$ cat config.mk
export PLATFORM = sky130hd
export DESIGN_NAME = game_state_ctrl
export DESIGN_NICKNAME = d
export VERILOG_FILES = /design/src/rtl/game_state_ctrl.sv
export SDC_FILE = /design/constraint.sdc
export NUM_CORES = 1
export LEC_CHECK = 0
export CORE_MARGIN = 2
export CORE_UTILIZATION = 54
export DETAILED_ROUTE_END_ITERATION = 10
export PLACE_DENSITY = 0.83
export SETUP_SLACK_MARGIN = 0.4
export SYNTH_ARGS = -nofsm -noshare
export SYNTH_HDL_FRONTEND = slang
export SYNTH_SLANG_ARGS = --single-unit
$ cat constraint.sdc
create_clock -name CLOCK_50 -period 3.4 [get_ports CLOCK_50]
set_input_delay 0.68 -clock CLOCK_50 [delete_from_list [all_inputs] [get_ports CLOCK_50]]
set_output_delay 0.68 -clock CLOCK_50 [all_outputs]
set_load 0.05 [all_outputs]
$ cat src/rtl/game_state_ctrl.sv
// Game-flow sequencer for the Pac-Man VGA design: INIT/PLAY/DEATH/CLEAR/OVER with lives, level and per-ghost collision.
// Optional macro EXTRA_LIFE_EN: award one (saturating) life on every level clear.
module game_state_ctrl #(
    parameter int N_GHOSTS     = 2,
    parameter int X_W          = 6,
    parameter int Y_W          = 5,
    parameter int PILL_W       = 9,
    parameter int LIVES_W      = 3,
    parameter int START_LIVES  = 3,
    parameter int LEVEL_W      = 4,
    parameter int RESUME_DELAY = 250000000
) (
    input  logic                      CLOCK_50,
    input  logic                      reset,
    input  logic                      start,
    input  logic [X_W-1:0]            pac_x,
    input  logic [Y_W-1:0]            pac_y,
    input  logic [N_GHOSTS*X_W-1:0]   ghost_x,
    input  logic [N_GHOSTS*Y_W-1:0]   ghost_y,
    input  logic [PILL_W-1:0]         pill_count,
    output logic [2:0]                state,
    output logic                      sprite_reset,
    output logic                      map_wr_reset,
    output logic                      ghost_enable,
    output logic                      counter_reset,
    output logic [N_GHOSTS-1:0]       collide_vec,
    output logic [LIVES_W-1:0]        lives,
    output logic [LEVEL_W-1:0]        level,
    output logic                      life_lost,
    output logic                      level_clear
);

    typedef enum logic [2:0] {
        S_INIT  = 3'd0,
        S_PLAY  = 3'd1,
        S_DEATH = 3'd2,
        S_CLEAR = 3'd3,
        S_OVER  = 3'd4
    } state_t;

    localparam int TIMER_W = $clog2(RESUME_DELAY);
    localparam logic [TIMER_W-1:0] TIMER_LOAD  = TIMER_W'(RESUME_DELAY - 1);
    localparam logic [LIVES_W-1:0] LIVES_INIT  = LIVES_W'(START_LIVES);
    localparam logic [LIVES_W-1:0] LIVES_MAX   = {LIVES_W{1'b1}};
    localparam logic [LEVEL_W-1:0] LEVEL_MAX   = {LEVEL_W{1'b1}};

    state_t              state_q, state_d;
    logic [TIMER_W-1:0]  timer_q, timer_d;
    logic [LIVES_W-1:0]  lives_d;
    logic [LEVEL_W-1:0]  level_d;
    logic                armed_q, armed_d;
    logic                life_lost_d, level_clear_d;
    logic                hit;

    assign hit = |collide_vec;

    // Per-ghost compare is registered; the armed flag hides the stale value
    // left over from the cycles before PLAY was (re)entered.
    always_ff @(posedge CLOCK_50) begin
        if (reset) begin
            collide_vec <= '0;
        end else begin
            for (int i = 0; i < N_GHOSTS; i++) begin
                collide_vec[i] <= (ghost_x[i*X_W +: X_W] == pac_x) &&
                                  (ghost_y[i*Y_W +: Y_W] == pac_y);
            end
        end
    end

    always_ff @(posedge CLOCK_50) begin
        if (reset) begin
            state_q     <= S_INIT;
            timer_q     <= '0;
            lives       <= LIVES_INIT;
            level       <= '0;
            armed_q     <= 1'b0;
            life_lost   <= 1'b0;
            level_clear <= 1'b0;
        end else begin
            state_q     <= state_d;
            timer_q     <= timer_d;
            lives       <= lives_d;
            level       <= level_d;
            armed_q     <= armed_d;
            life_lost   <= life_lost_d;
            level_clear <= level_clear_d;
        end
    end

    always_comb begin
        state_d       = state_q;
        timer_d       = timer_q;
        lives_d       = lives;
        level_d       = level;
        life_lost_d   = 1'b0;
        level_clear_d = 1'b0;
        case (state_q)
            S_INIT: begin
                lives_d = LIVES_INIT;
                level_d = '0;
                if (start) state_d = S_PLAY;
            end
            S_PLAY: begin
                if (armed_q) begin
                    if (hit) begin
                        life_lost_d = 1'b1;
                        if (lives > LIVES_W'(1)) begin
                            lives_d = lives - LIVES_W'(1);
                            timer_d = TIMER_LOAD;
                            state_d = S_DEATH;
                        end else begin
                            lives_d = '0;
                            state_d = S_OVER;
                        end
                    end else if (pill_count == '0) begin
                        level_d       = (level == LEVEL_MAX) ? level : level + LEVEL_W'(1);
                        level_clear_d = 1'b1;
                        timer_d       = TIMER_LOAD;
                        state_d       = S_CLEAR;
`ifdef EXTRA_LIFE_EN
                        lives_d       = (lives == LIVES_MAX) ? lives : lives + LIVES_W'(1);
`endif
                    end
                end
            end
            S_DEATH, S_CLEAR: begin
                if (timer_q == '0) state_d = S_PLAY;
                else               timer_d = timer_q - TIMER_W'(1);
            end
            S_OVER: begin
                state_d = S_OVER;
            end
            default: state_d = S_INIT;
        endcase
        // Armed only from the second consecutive PLAY cycle onward.
        armed_d = (state_q == S_PLAY) && (state_d == S_PLAY);
    end

`ifndef EXTRA_LIFE_EN
    logic unused_max;
    assign unused_max = &LIVES_MAX;
`endif

    assign state         = state_q;
    assign sprite_reset  = (state_q == S_INIT) || (state_q == S_DEATH) || (state_q == S_CLEAR);
    assign map_wr_reset  = (state_q == S_INIT) || (state_q == S_CLEAR) || (state_q == S_OVER);
    assign ghost_enable  = (state_q == S_PLAY);
    assign counter_reset = (state_q == S_INIT);

endmodule

==> results of run 1 <==
[path summary, 6_finish.rpt]
| kind | cells past startpoint | endpoint | slack [ns] |
|---|---|---|---|
| worst max register to register | 5 | timer_q[19] | 0.67 |
| worst min-delay path | 2 | timer_q[7] | 0.48 |
| worst max-delay path | 3 | counter_reset | 0.54 |
| worst min register to register | 2 | timer_q[7] | 0.48 |
[kinds of logic (layout without fill, tap and decap cells)]
kind of cell | count (synthesis) | count (layout) | share of synthesized area, %
compound gates | 74 | 74 | 21.0
xor+xnor | 24 | 24 | 7.70
fa+ha+maj | 4 | 4 | 1.83
buf+inv | 27 | 86 | 4.08
flops | 43 | 43 | 31.5
mux | 3 | 3 | 1.15
simple gates | 156 | 156 | 32.7
[report_power, final]
part           internal (W)  total [W]  switching, W
clock              0.000186   0.000363      0.000178
sequential         0.000521   0.000543     0.0000224
combinational      0.000167   0.000375      0.000208
total              0.000873    0.00128      0.000408
[layer usage]
| metal | vias to the layer above | GRT usage (%) |
|---|---|---|
| li1 | 1398 | - |
| met1 | 1335 | 34.1 |
| met2 | 111 | 44.2 |
| met3 | 12 | 7.63 |
| met4 | 0 | 9.72 |
| met5 | - | 0 |
[metrics by stage]
stage	setup slack, ns	hold WS (ns)
floorplan	0.841	0.443
global placement	0.506	0.465
detailed placement	0.444	0.464
CTS	0.544	0.478
global route	0.460	0.500
finish	0.540	0.478
[sequential cells by signal, summed over array words and instances (netlist names)]
register / count
timer_q: 28
level: 4
lives: 3
state: 3
collide_vec: 2
armed_q: 1
level_clear: 1
life_lost: 1
[final cells by class]
class / instances / area [um2]
Timing Repair Buffer: 67 / 671
Clock buffer: 8 / 100
Tap cell: 67 / 83.8
Fill cell: 377 / 1270
Inverter: 11 / 41.3
Sequential cell: 43 / 861
Multi-Input combinational cell: 261 / 1760
[cell usage after synthesis (2+ instances only)]
| cell type | instances |
|---|---|
| dfxtp_1 | 43 |
| nor2_1 | 29 |
| xnor2_1 | 24 |
| nand2_1 | 19 |
| nor3_1 | 19 |
| nor4_1 | 17 |
| a21oi_1 | 15 |
| nand3_1 | 14 |
| or4_1 | 14 |
| o31ai_1 | 11 |
| a31oi_1 | 10 |
| clkbuf_1 | 10 |
| inv_1 | 9 |
| nand4_1 | 9 |
| or3_1 | 8 |
| a2111oi_2 | 6 |
| buf_2 | 5 |
| o21ai_0 | 5 |
| a211oi_1 | 4 |
| and4_1 | 4 |
| ha_1 | 4 |
| and3_1 | 3 |
| o211ai_1 | 3 |
| o21ai_1 | 3 |
| a2111oi_1 | 2 |
| and2_1 | 2 |
| mux2i_1 | 2 |
| nand2b_1 | 2 |
| nor2b_1 | 2 |
| nor4_2 | 2 |
| o41ai_1 | 2 |
| or2_1 | 2 |
| or2_2 | 2 |
[worst max-delay path, delay by kind of cell, from the launching register on]
kind,cells,cell delay (ns)
and+or+nand+nor,2,0.62
buffers and inverters,1,0.85
DFF,1,0.41
==> metrics.yaml, run 1 <==
critical_path:
  rr_startpoint: "timer_q[4]"
  start_kind: "flip-flop"
  worstSetupPathType: "reg2out"
  worstSetupEndpointType: "primary output"
  cpPeakStageDelay_ns: 0.85
  slowest_stage: "clkdlybuf4s50_1"
  critPathLaunch: "state[2]"
  worstPathRequired_ns: 2.72
  worst-path-max-fanout: 11
  crit_chain: "or2_2, nor2_1, clkdlybuf4s50_1"
  cp.arrival_ns: 2.18
cells_and_area:
  syn2layout_area_growth_pct: 28.7
  drive_above_1_share_pct: 7.44
  layout_commonest_cell: "clkdlybuf4s50_1"
  num_antenna_cells: 0
  most-common-layout-cells: "clkdlybuf4s50_1 (62), dfxtp_1 (43), nor2_1 (29)"
  nets: 438
  final_cells: 457
  final_area_um2: 3510
  post-route-util_pct: 73.4
placed_design:
  dpl_cell_area_um2: 3410
  gp_routability_congestion: 0.863
  dp_hpwl_um: 5280
  port_buffers: 62
  dp_cells: 449
sta:
  fin_crit_sh_pct: 84.1
  hold_viol_final: 0
  relSlewSlack_pct: 53.0
  tightest_slew_ns: 0.705
  grt_setup_unrepaired: "no"
  finalSetupViolations: 0
  final_max_slew_viol_count: 0
  skew_ns: 0.00454
  fmax_mhz: 350
  finalSetupTns_ns: 0
  period_needed_ns: 2.86
yosys:
  synth_cells: 331
  synth.top_cell.area_share_pct: 31.5
  ys_async_sr_fraction_pct: 0
  synth-seq-area-share_pct: 31.5
  synth_area_leaders: "dfxtp_1 (32%), xnor2_1 (7.7%), nor2_1 (4.0%)"
  ys_ff_latch: 43
  yosys.cell_types.count: 58
  synth_top_area_cell: "dfxtp_1"
  ys_warn_count: 0
  synth_area_um2: 2730
  synth_fp_nets: 380
  ys.flop_type: "dfxtp_1"
  synth_edf_count: 0
  syn_area_per_cell_um2: 8.24
grt:
  grt_first_pass_wirelength_um: 11900
  grt-ovfl-total: 0
  grt_pass1_vias: 2628
  antenna_found_initial: 0
  grt_start_max_net_pins: 25
  track_usage_pct: 27.0
power_and_ir_drop:
  ir_drop_mv: 0.198
  leakagePower_nw: 1.18
  power_w: 0.00128
  power_density_nw_per_um2: 365
detailed_routing:
  wl_met1_um: 3070
  drt_iter0_markers: 190
  avgRoutedWirePerCell_um: 15.7
  met3WireLength_um: 483
  wl_met2_um: 3510
  postRouteWirelength_um: 7190
  highest_layer: "met4"
  drc_errors: 0
  detail-route-antenna-nets: 0
  firstDrtPassIters: 5
  route.vias.total: 2856
  vias_per_cell: 6.25
clock_tree:
  ctsHoldBuffers: 0
  cts-root-buf: "clkbuf_8"
  tritoncts: "done"
  cts_num_sinks: 43
  clock_latency_ns: 0.30
  post_cts_resized: 0
  cts_made_buffers: 5
  htreeDepth: 2
  post_cts_buffers: 0
  clkTransAtPathRegs_ns: 0.08
  max-clock-path-buffers: 2
min_path:
  hold_start: "timer_q[7]"
  hold_path.class: "reg2reg"
floorplan:
  dieHeight_um: 75.1
  fp-row-count: 25
  io_pins: 63
  core_region_area_um2: 4790
  die_w_um: 75.1
  start_util_pct: 57.0
  die_area_um2: 5640
job:
  maxCapViolCount: 0
run_status:
  status: "complete, no violations"
(Power assumes the default switching activity.)
==> run 2: changes to the inputs <==
CORE_UTILIZATION = 50   (was 54)
PLACE_DENSITY = 0.78   (was 0.83)
clock period = 2.9 ns   (was 3.4 ns; I/O delays follow)
==> run 2 against run 1 <==
Compared with the run above: clock power grew 5%; register-to-register slack got worse by 0.17 ns; core utilization decreased by 3.4 points; non-clock buffer count is 10 higher; die area grew 7.6%; worst hold slack improved by 0.018 ns; critical endpoint is now timer_q[17]; highest routed layer unchanged.
==> metrics.yaml, run 2 (synthesis gave the netlist of run 1 again) <==
run_status:
  status: "complete, no violations"
clock_tree:
  tritoncts: "done"
  cts-root-buf: "clkbuf_8"
  htreeDepth: 2
  clkTransAtPathRegs_ns: 0.09
  clock_latency_ns: 0.31
  cts_num_sinks: 43
  cts_made_buffers: 5
  max-clock-path-buffers: 2
critical_path:
  worstSetupPathType: "reg2reg"
  start_kind: "flip-flop"
  worstSetupEndpointType: "flip-flop"
  worst-path-max-fanout: 7
  worstPathRequired_ns: 3.10
  cp.arrival_ns: 2.61
detailed_routing:
  postRouteWirelength_um: 7440
  detail-route-antenna-nets: 0
  avgRoutedWirePerCell_um: 15.8
  firstDrtPassIters: 4
  vias_per_cell: 6.14
  drc_errors: 0
  drt_iter0_markers: 228
  route.vias.total: 2884
power_and_ir_drop:
  ir_drop_mv: 0.329
  p_sw_share_pct: 33.4
  p_int_w: 0.000997
  clock_power_share_pct: 25.4
  power_frac_seq_pct: 42.8
  power_frac_comb_pct: 31.8
  power_density_nw_per_um2: 413
  p_switching_w: 0.000499
  leakagePower_nw: 1.23
floorplan:
  dieHeight_um: 77.9
  die_w_um: 77.9
  start_util_pct: 52.8
  fp-row-count: 26
  core_region_area_um2: 5170
  die_area_um2: 6060
  io_pins: 63
grt:
  grt_pass1_vias: 2682
  grt_start_max_net_pins: 29
  track_usage_pct: 24.4
  grt-ovfl-total: 0
  antenna_found_initial: 0
  grt_first_pass_wirelength_um: 12200
sta:
  skew_ns: 0.0127
  fin_crit_sh_pct: 82.9
  period_needed_ns: 2.40
  hold_ws_ns: 0.496
  final_max_slew_viol_count: 0
  relSlewSlack_pct: 55.8
  finalSetupViolations: 0
  finalSetupTns_ns: 0
  tightest_slew_ns: 0.657
  grt_setup_unrepaired: "no"
  hold_viol_final: 0
  fmax_mhz: 416
cells_and_area:
  syn2layout_area_growth_pct: 32.7
  largest_reg_flops: 28
  layout_commonest_cell: "clkdlybuf4s50_1"
  post-route-util_pct: 70.0
  num_antenna_cells: 0
  most-common-layout-cells: "clkdlybuf4s50_1 (58), dfxtp_1 (42), nor2_1 (28)"
  top_register: "timer_q"
  nets: 448
  reg_top3: "timer_q x28, level x4"
  n_fill_cell: 442
  drive_above_1_share_pct: 12.0
job:
  maxCapViolCount: 0
placed_design:
  gp_routability_congestion: 0.872
  dp_hpwl_um: 5380
  port_buffers: 62
min_path:
  hold_path.class: "reg2reg"
-- run 2: changes by cell type in the layout (fill, tap and decap cells not counted), moves of 2 or more --
cell             change
clkdlybuf4s50_1      -4
clkbuf_8             -2
dlygate4sd2_1        +3
buf_4               +10
-- run 2: power by group through the flow --
stage | registers [W] | logic, W | clock network, W
after floorplan | 0.000647 | 0.000293 | 0
after global placement | 0.000651 | 0.000437 | 0
after detailed placement | 0.000652 | 0.000443 | 0
after CTS | 0.000639 | 0.000447 | 0.000384
after global routing | 0.000644 | 0.000513 | 0.000413
final | 0.000640 | 0.000476 | 0.000380
-- run 2: what timing repair did --
item | CTS | global route
hold buffers | 0 | 0
pin swaps | 0 | 2
endpoints found under the setup margin | 11 | 28
resized for setup | 6 | 11
gates cloned | 0 | 0
setup buffers | 0 | 3
-- run 2: final timing paths --
kind | start | end | slack [ns] | cells past startpoint
worst max-delay path | timer_q[4] | timer_q[17] | 0.50 | 6
worst min-delay path | timer_q[7] | timer_q[7] | 0.50 | 2
worst max register to register | timer_q[4] | timer_q[17] | 0.50 | 6
worst min register to register | timer_q[7] | timer_q[7] | 0.50 | 2
-- run 2: layer usage --
layer  part of all wire, %  global-route usage, %  vias to the layer above  routed length (um)
li1                      -                      -                     1414                   -
met1                    44                   31.4                     1348                3300
met2                    49                   40.9                      109                3630
met3                   5.7                   5.12                       13                 422
met4                   1.1                   7.32                        0                  82
met5                     0                      0                        -                   0
-- run 2: worst max-delay path: stages, from the launching register on --
cell,delay (ns)
dfxtp_1,0.35
or4_4,0.62
nor4b_4,0.27
buf_4,0.19
and4_1,0.39
nor4_1,0.11
a2111oi_2,0.37
-- run 2: area by class of cell --
class	count	area [um2]	area share (%)
clock inverters	2	12.5	0.345
flip-flops and latches	43	862	23.8
inverters	11	41.3	1.14
well taps	70	87.6	2.42
multi-input cells	261	1810	49.9
clock buffers	6	72.6	2.00
repair buffers	77	737	20.3
-- run 2: stage by stage --
| stage | setup WS [ns] | power (W) | cell area [um2] | cells |
|---|---|---|---|---|
| 2_1_floorplan | 0.441 | 0.000940 | 2730 | 331 |
| 3_3_place_gp | 0.223 | 0.00109 | 3470 | 459 |
| 3_5_place_dp | 0.126 | 0.00110 | 3470 | 459 |
| 4_1_cts | 0.400 | 0.00147 | 3560 | 467 |
| 5_1_grt | 0.407 | 0.00157 | 3620 | 470 |
| 6_report | 0.496 | 0.00150 | 3620 | 470 |
